--- src/rtl/clkcfg_sequencer.sv ---
// Sequences Propeller clock-mode changes into the clock generator: enables apply at once,
// CLKSEL follows after a settle interval, and cfg[7] becomes a stretched reset request.
module clkcfg_sequencer #(
  parameter int unsigned SETTLE_CYCLES = 16000,
  parameter int unsigned RESET_CYCLES  = 16
) (
  input  logic       clock_160,
  input  logic       nres,
  input  logic [7:0] cfg_in,
  output logic [6:0] cfg_out,
  output logic       reset_req,
  output logic       busy
);

  localparam int unsigned MAX_CYCLES = (SETTLE_CYCLES > RESET_CYCLES) ? SETTLE_CYCLES : RESET_CYCLES;
  localparam int unsigned CNT_W      = $clog2(MAX_CYCLES + 1);
  localparam int unsigned CFG_W      = 8;
  localparam int unsigned OUT_W      = 7;

  typedef enum logic [1:0] {
    ST_IDLE       = 2'd0,
    ST_SETTLE     = 2'd1,
    ST_RESET_HOLD = 2'd2
  } state_e;

  logic [CFG_W-1:0] s1_q, s2_q, s3_q, cfg_req_q;
  state_e           state_q, state_d;
  logic [CNT_W-1:0] cnt_q, cnt_d;
  logic [OUT_W-1:0] cfg_out_q, cfg_out_d;
  logic             reset_req_q, reset_req_d;
  logic             busy_q, busy_d;
  logic [1:0]       new_en;

  // Two-flop synchronizer plus a compare stage so only a value seen twice is accepted.
  always_ff @(posedge clock_160 or negedge nres) begin
    if (!nres) begin
      s1_q      <= '0;
      s2_q      <= '0;
      s3_q      <= '0;
      cfg_req_q <= '0;
    end else begin
      s1_q <= cfg_in;
      s2_q <= s1_q;
      s3_q <= s2_q;
      if (s2_q == s3_q) begin
        cfg_req_q <= s2_q;
      end
    end
  end

  always_ff @(posedge clock_160 or negedge nres) begin
    if (!nres) begin
      state_q     <= ST_IDLE;
      cnt_q       <= '0;
      cfg_out_q   <= '0;
      reset_req_q <= 1'b0;
      busy_q      <= 1'b0;
    end else begin
      state_q     <= state_d;
      cnt_q       <= cnt_d;
      cfg_out_q   <= cfg_out_d;
      reset_req_q <= reset_req_d;
      busy_q      <= busy_d;
    end
  end

  always_comb begin
    state_d     = state_q;
    cnt_d       = cnt_q;
    cfg_out_d   = cfg_out_q;
    reset_req_d = reset_req_q;
    new_en      = cfg_req_q[6:5] & ~cfg_out_q[6:5];

    unique case (state_q)
      ST_IDLE: begin
        if (cfg_req_q[7]) begin
          cfg_out_d   = '0;
          reset_req_d = 1'b1;
          cnt_d       = CNT_W'(RESET_CYCLES - 1);
          state_d     = ST_RESET_HOLD;
        end else if (new_en != 2'b00) begin
          // A newly enabled source: apply enables/OSCM now, keep the old CLKSEL.
          cfg_out_d[6:3] = cfg_req_q[6:3];
          cnt_d          = CNT_W'(SETTLE_CYCLES - 1);
          state_d        = ST_SETTLE;
        end else if (cfg_req_q[6:0] != cfg_out_q) begin
          cfg_out_d = cfg_req_q[6:0];
        end
      end

      ST_SETTLE: begin
        if (cfg_req_q[7]) begin
          cfg_out_d   = '0;
          reset_req_d = 1'b1;
          cnt_d       = CNT_W'(RESET_CYCLES - 1);
          state_d     = ST_RESET_HOLD;
        end else if (cnt_q != '0) begin
          cnt_d = cnt_q - CNT_W'(1);
        end else begin
          // Only commit CLKSEL if the enables it was settled against are still requested.
          if (cfg_req_q[6:3] == cfg_out_q[6:3]) begin
            cfg_out_d[2:0] = cfg_req_q[2:0];
          end
          state_d = ST_IDLE;
        end
      end

      ST_RESET_HOLD: begin
        cfg_out_d   = '0;
        reset_req_d = 1'b1;
        if (cnt_q != '0) begin
          cnt_d = cnt_q - CNT_W'(1);
        end else if (!cfg_req_q[7]) begin
          reset_req_d = 1'b0;
          state_d     = ST_IDLE;
        end
      end

      default: begin
        state_d = ST_IDLE;
      end
    endcase

    busy_d = (state_d != ST_IDLE);
  end

  assign cfg_out   = cfg_out_q;
  assign reset_req = reset_req_q;
  assign busy      = busy_q;

endmodule

--- config.mk ---
export PLATFORM = sky130hd
export DESIGN_NAME = clkcfg_sequencer
export DESIGN_NICKNAME = d
export VERILOG_FILES = /design/src/rtl/clkcfg_sequencer.sv
export SDC_FILE = /design/constraint.sdc
export NUM_CORES = 1
export LEC_CHECK = 0
export ABC_AREA = 1
export BUFFER_PORTS_ARGS = -buffer_cell sky130_fd_sc_hd__buf_2
export CAP_MARGIN = 10
export CORE_MARGIN = 2
export CORE_UTILIZATION = 55
export CTS_BUF_LIST = sky130_fd_sc_hd__clkbuf_4 sky130_fd_sc_hd__clkbuf_8 sky130_fd_sc_hd__clkbuf_16
export DETAILED_ROUTE_END_ITERATION = 6
export GPL_ROUTABILITY_DRIVEN = 0
export PLACE_DENSITY = 0.71
export SYNTH_ARGS = -nofsm -noshare
export SYNTH_HDL_FRONTEND = slang
export SYNTH_SLANG_ARGS = --single-unit
--- constraint.sdc ---
create_clock -name clock_160 -period 2.9 [get_ports clock_160]
set_input_delay 0.58 -clock clock_160 [delete_from_list [all_inputs] [get_ports clock_160]]
set_output_delay 0.58 -clock clock_160 [all_outputs]
set_load 0.005 [all_outputs]
# After elaboration in Yosys (flattened, before gate mapping)
# Index checks and enable logic that the tools add are counted.
[totals]
word_cells = 62
n_memories = 0
ramBits = 0
latch_bits = 0
inputBits = 10
regBits = 57
romBits = 0
out_inout_bits = 9
[op_classes]
n_mux = 25
n_bitwise = 2
n_reduce_logical = 11
mul = 0
n_lt_le_gt_ge = 0
div = 0
shifts = 0
n_addsub = 1
n_eq_ne = 13
[ops]
columns = ["operator", "count"]
rows = [
  ["$mux W14", 4],
  ["$pmux W14 S3", 1],
  ["$pmux W7 S3", 1],
  ["$ne A3 B3 Y1 const B", 5],
  ["$mux W7", 2],
  ["$reduce_bool A14 Y1", 1],
  ["$sub A14 B1 Y14 const B", 1],
  ["$mux W2", 6],
  ["$mux W3", 4],
  ["$eq A8 B8 Y1", 1],
  ["$mux W4", 2],
  ["$ne A7 B7 Y1", 1],
  ["$pmux W2 S3", 1],
  ["$reduce_bool A2 Y1", 3],
  ["$reduce_and A5 Y1", 1],
  ["$eq A4 B4 Y1", 1],
  ["$ne A4 B4 Y1 const B", 1],
  ["$reduce_and A2 Y1", 2],
  ["$mux W1", 3],
  ["$reduce_and A3 Y1", 1],
  ["$reduce_bool A3 Y1", 1],
  ["$and A2 B2 Y2", 1],
  ["$eq A2 B1 Y1 const B", 1],
  ["$eq A2 B2 Y1 const B", 1],
  ["other kinds (6)", 6],
]

# Logic depth before layout (Yosys ltp)
[depth]
depth_word = 7
mapped_depth = 12
ltp_nobuf = 12

# Least setup slack after synthesis
# Ideal clock, no wire load.
[synth_timing]
path_type = "reg-to-reg"
startpoint = "register cfg_out_q[6] (netlist: cfg_out[6])"
endpoint = "register cnt_q[4]"
synth_period_minus_slack_ns = 1.545
t_arrival_ns = 1.422
setup_ns = 0.124
slack_ns = 1.355
stages_incl_launch_ff = 10
n_path_buf = 0
required_ns = 2.776
cell_sequence = "dfrtp_1 > inv_1 > ha_1 > nor2_1 > nand2_4 > nand2_4 > inv_2 > nand2_2 > nand2_1 > o21bai_1"
[synth_between]
elab_chain_cells = 5
[synth_lines]
columns = ["item", "line_no", "source"]
rows = [
  ["start, declared", "29", "logic [OUT_W-1:0] cfg_out_q, cfg_out_d;"],
  ["start signal, assigned", "61", "cfg_out_q <= cfg_out_d;"],
  ["$not A2 Y2", "72", "new_en = cfg_req_q[6:5] & ~cfg_out_q[6:5];"],
  ["$and A2 B2 Y2", "72", ""],
  ["$reduce_bool A2 Y1", "81", "end else if (new_en != 2'b00) begin"],
  ["$ne A3 B3 Y1 (no source line)", "--", ""],
  ["$reduce_and A2 Y1 (no source line)", "--", ""],
  ["end signal, assigned", "60", "cnt_q <= cnt_d;"],
  ["end, declared", "28", "logic [CNT_W-1:0] cnt_q, cnt_d;"],
]
# No other way between the ends.
# A chain may end at the register's enable or synchronous reset.

# Worst setup path after layout
# Same ends and word-level chain as after synthesis.

==> results.yml <==
clock_tree:
  cts_max_level: 3
  clk_path_buf_depth: 2
  postCtsSetupRepairBufs: 0
  clk_pin_slew_ns: 0.06
  clock-sinks: 57
  cts_tree: "yes"
  clock-root-buffer: "clkbuf_8"
  cts_buffers: 9
  clkLatencyLatePin_ns: 0.33
  cts_hold_buffers: 0
  ctsResizeCount: 0
die:
  die_h_um: 74.9
  dieArea_um2: 5610
  die_x_um: 74.9
  top_level_ports: 19
  fp.coreArea_um2: 4790
  rows: 25
  start_util_pct: 57.8
pwr:
  ir_drop_v: 0.000628
  p_total_mw: 3.08
  p_leak_nw: 1.50
  powerDensity_nw_per_um2: 986
timing:
  layout_setup_ws_ns: 1.05
  min_period_over_period_pct: 63.7
  finClkSkew_ns: 0.00709
  worst_pin_slew_ns: 0.736
  slew_headroom_pct: 51.0
  fmax_ghz: 0.542
  holdWs_ns: 0.311
  layout_min_cycle_time_ns: 1.85
  slew_viol_final: 0
  rsz0062_at_grt: "no"
  tns_ns: 0
  hold_viol: 0
  finalSetupViolCount: 0
cells_and_area:
  area_delta_synth_final_pct: 12.8
  stdcell_area_um2: 3120
  regArea_um2: 1430
  layout.cells.non_filler: 415
  nNetsFinal: 362
  fin_util_pct: 65.2
  nFillCells: 413
  drive_above_1_share_pct: 16.7
  multi_input_area_um2: 1150
  antenna_cells: 0
drt:
  drtAntennaViolNets: 0
  drt_iter0_markers: 121
  vias: 2058
  drc_errors: 0
  drt-total-wl_mm: 5.17
  via_per_inst: 4.96
  firstDrtPassIters: 4
  wl_per_cell_um: 12.5
logic_synthesis:
  synth_ff_type: "dfrtp_1"
  yosysTopAreaCellShare_pct: 51.6
  synth.most_common_cell: "nand2_1"
  synth_fp_nets: 334
  netlist_area_um2: 2770
  ys_seq_area_share_pct: 51.6
  synth.avg_cell_area_um2: 8.75
  synth_cell_type_count: 31
  ys_ff_latch: 57
  synth_area_leaders: "dfrtp_1 (52%), nand2_1 (9.5%), inv_1 (5.8%), nor2_1 (5.2%), ha_1 (3.6%)"
  synth_area_leader_cell: "dfrtp_1"
  syn_inst: 316
  synth-edff-count: 0
  async_flop_share_pct: 100
  ys_warn_count: 0
  synth_common_cells: "nand2_1 (70), dfrtp_1 (57), inv_1 (43)"
placed_design:
  dp_cells: 400
  dp_hpwl_mm: 3.80
  post-place-ws_ns: 1.06
  port_buffers: 18
  placed_cell_area_um2: 2930
setup_path:
  cp-start-kind: "flip-flop"
  crit_arrival_ns: 2.07
  path_class: "flip-flop to flip-flop"
  critical_path_required_ns: 3.12
  endpoint_kind: "flip-flop"
  critPathMaxFanout: 9
global_route:
  antenna_found_initial: 0
  grt_pass1_wl_mm: 9.08
  grt_pass1_vias: 2020
  grt-ovfl-total: 0
  grt_max_degree: 35
  track_usage_pct: 22.1
job:
  maxCapViolations: 0
min_path:
  min_path_type: "input pin to async pin"
status:
  status: "finished clean"
-- registers in the layout, indices dropped and copies added (netlist names) --
name / flops
busy: 1
s1_q: 8
cfg_out: 7
state_q: 2
s3_q: 8
s2_q: 8
cfg_req_q: 8
reset_req: 1
cnt_q: 14
-- where the power goes --
group | switching, mW | internal (mW) | total, mW
clock | 0.320 | 0.393 | 0.714
sequential | 0.178 | 0.982 | 1.16
combinational | 0.772 | 0.434 | 1.21
-- cell usage in the layout, fill, tap and decap left out, types with 2 or more instances in the layout --
cell type   netlist  layout
nand2_1          70      70
dfrtp_1          57      57
inv_1            43      43
nor2_1           38      38
nand3_1          19      19
buf_2             1      18
o21ai_0          10      10
a21oi_1          10      10
clkbuf_8          0       9
ha_1              8       8
xor2_1            7       7
xnor2_1           7       7
nor2_2            6       6
nand4_1           5       5
o21ai_1           4       4
o211ai_1          4       4
nand2_2           3       3
nor2_4            3       3
o21ai_2           3       3
clkinvlp_4        0       3
nand3_2           2       2
nand2_4           2       2
o21bai_1          2       2
a21boi_1          2       2
clkinv_4          0       2
buf_4             0       2
-- final timing paths --
check / from / endpoint / slack, ns / cells past startpoint
worst max-delay path: cfg_out[6] / cnt_q[4] / 1.05 / 9
worst min-delay path: nres / cfg_out[3] / 0.31 / 1
worst max register to register: cfg_out[6] / cnt_q[4] / 1.05 / 9
worst min register to register: s1_q[3] / s2_q[3] / 0.35 / 0
min in group clock_160: s1_q[3] / s2_q[3] / 0.35 / 0
max in group asynchronous: nres / s3_q[7] / 1.93 / 2
-- critical path: stages, from the launching register on --
cell and delay, ns:
dfrtp_1 0.38, inv_1 0.05, ha_1 0.19, nor2_1 0.34
nand2_4 0.10, nand2_4 0.14, inv_2 0.13, nand2_2 0.19
nand2_1 0.06, o21bai_1 0.15
-- kinds of logic (layout without fill, tap and decap cells) --
logic type	Yosys count	count (layout)	synth area share, %
compound gates	38	38	8.28
flops	57	57	51.6
simple gates	152	152	25.1
fa+ha+maj	8	8	3.62
xor+xnor	14	14	4.43
buf+inv	47	79	6.96
-- area by class of cell --
cell class	count	share of cell area, %
multi-input cells	212	36.8
inverters	44	5.29
clock inverters	6	2.24
well taps	67	2.69
flip-flops and latches	57	45.7
clock buffers	9	3.97
repair buffers	20	3.37
-- layer usage --
metal  track usage [%]  part of all wire, %  vias up
met4              7.94                 0.93        0
met2              32.7                   43       51
met1              30.7                   51      952
met5                 0                    0        -
li1                  -                    -     1049
met3              7.23                  5.6        6
Note: power is estimated with default switching activity, not from simulation.
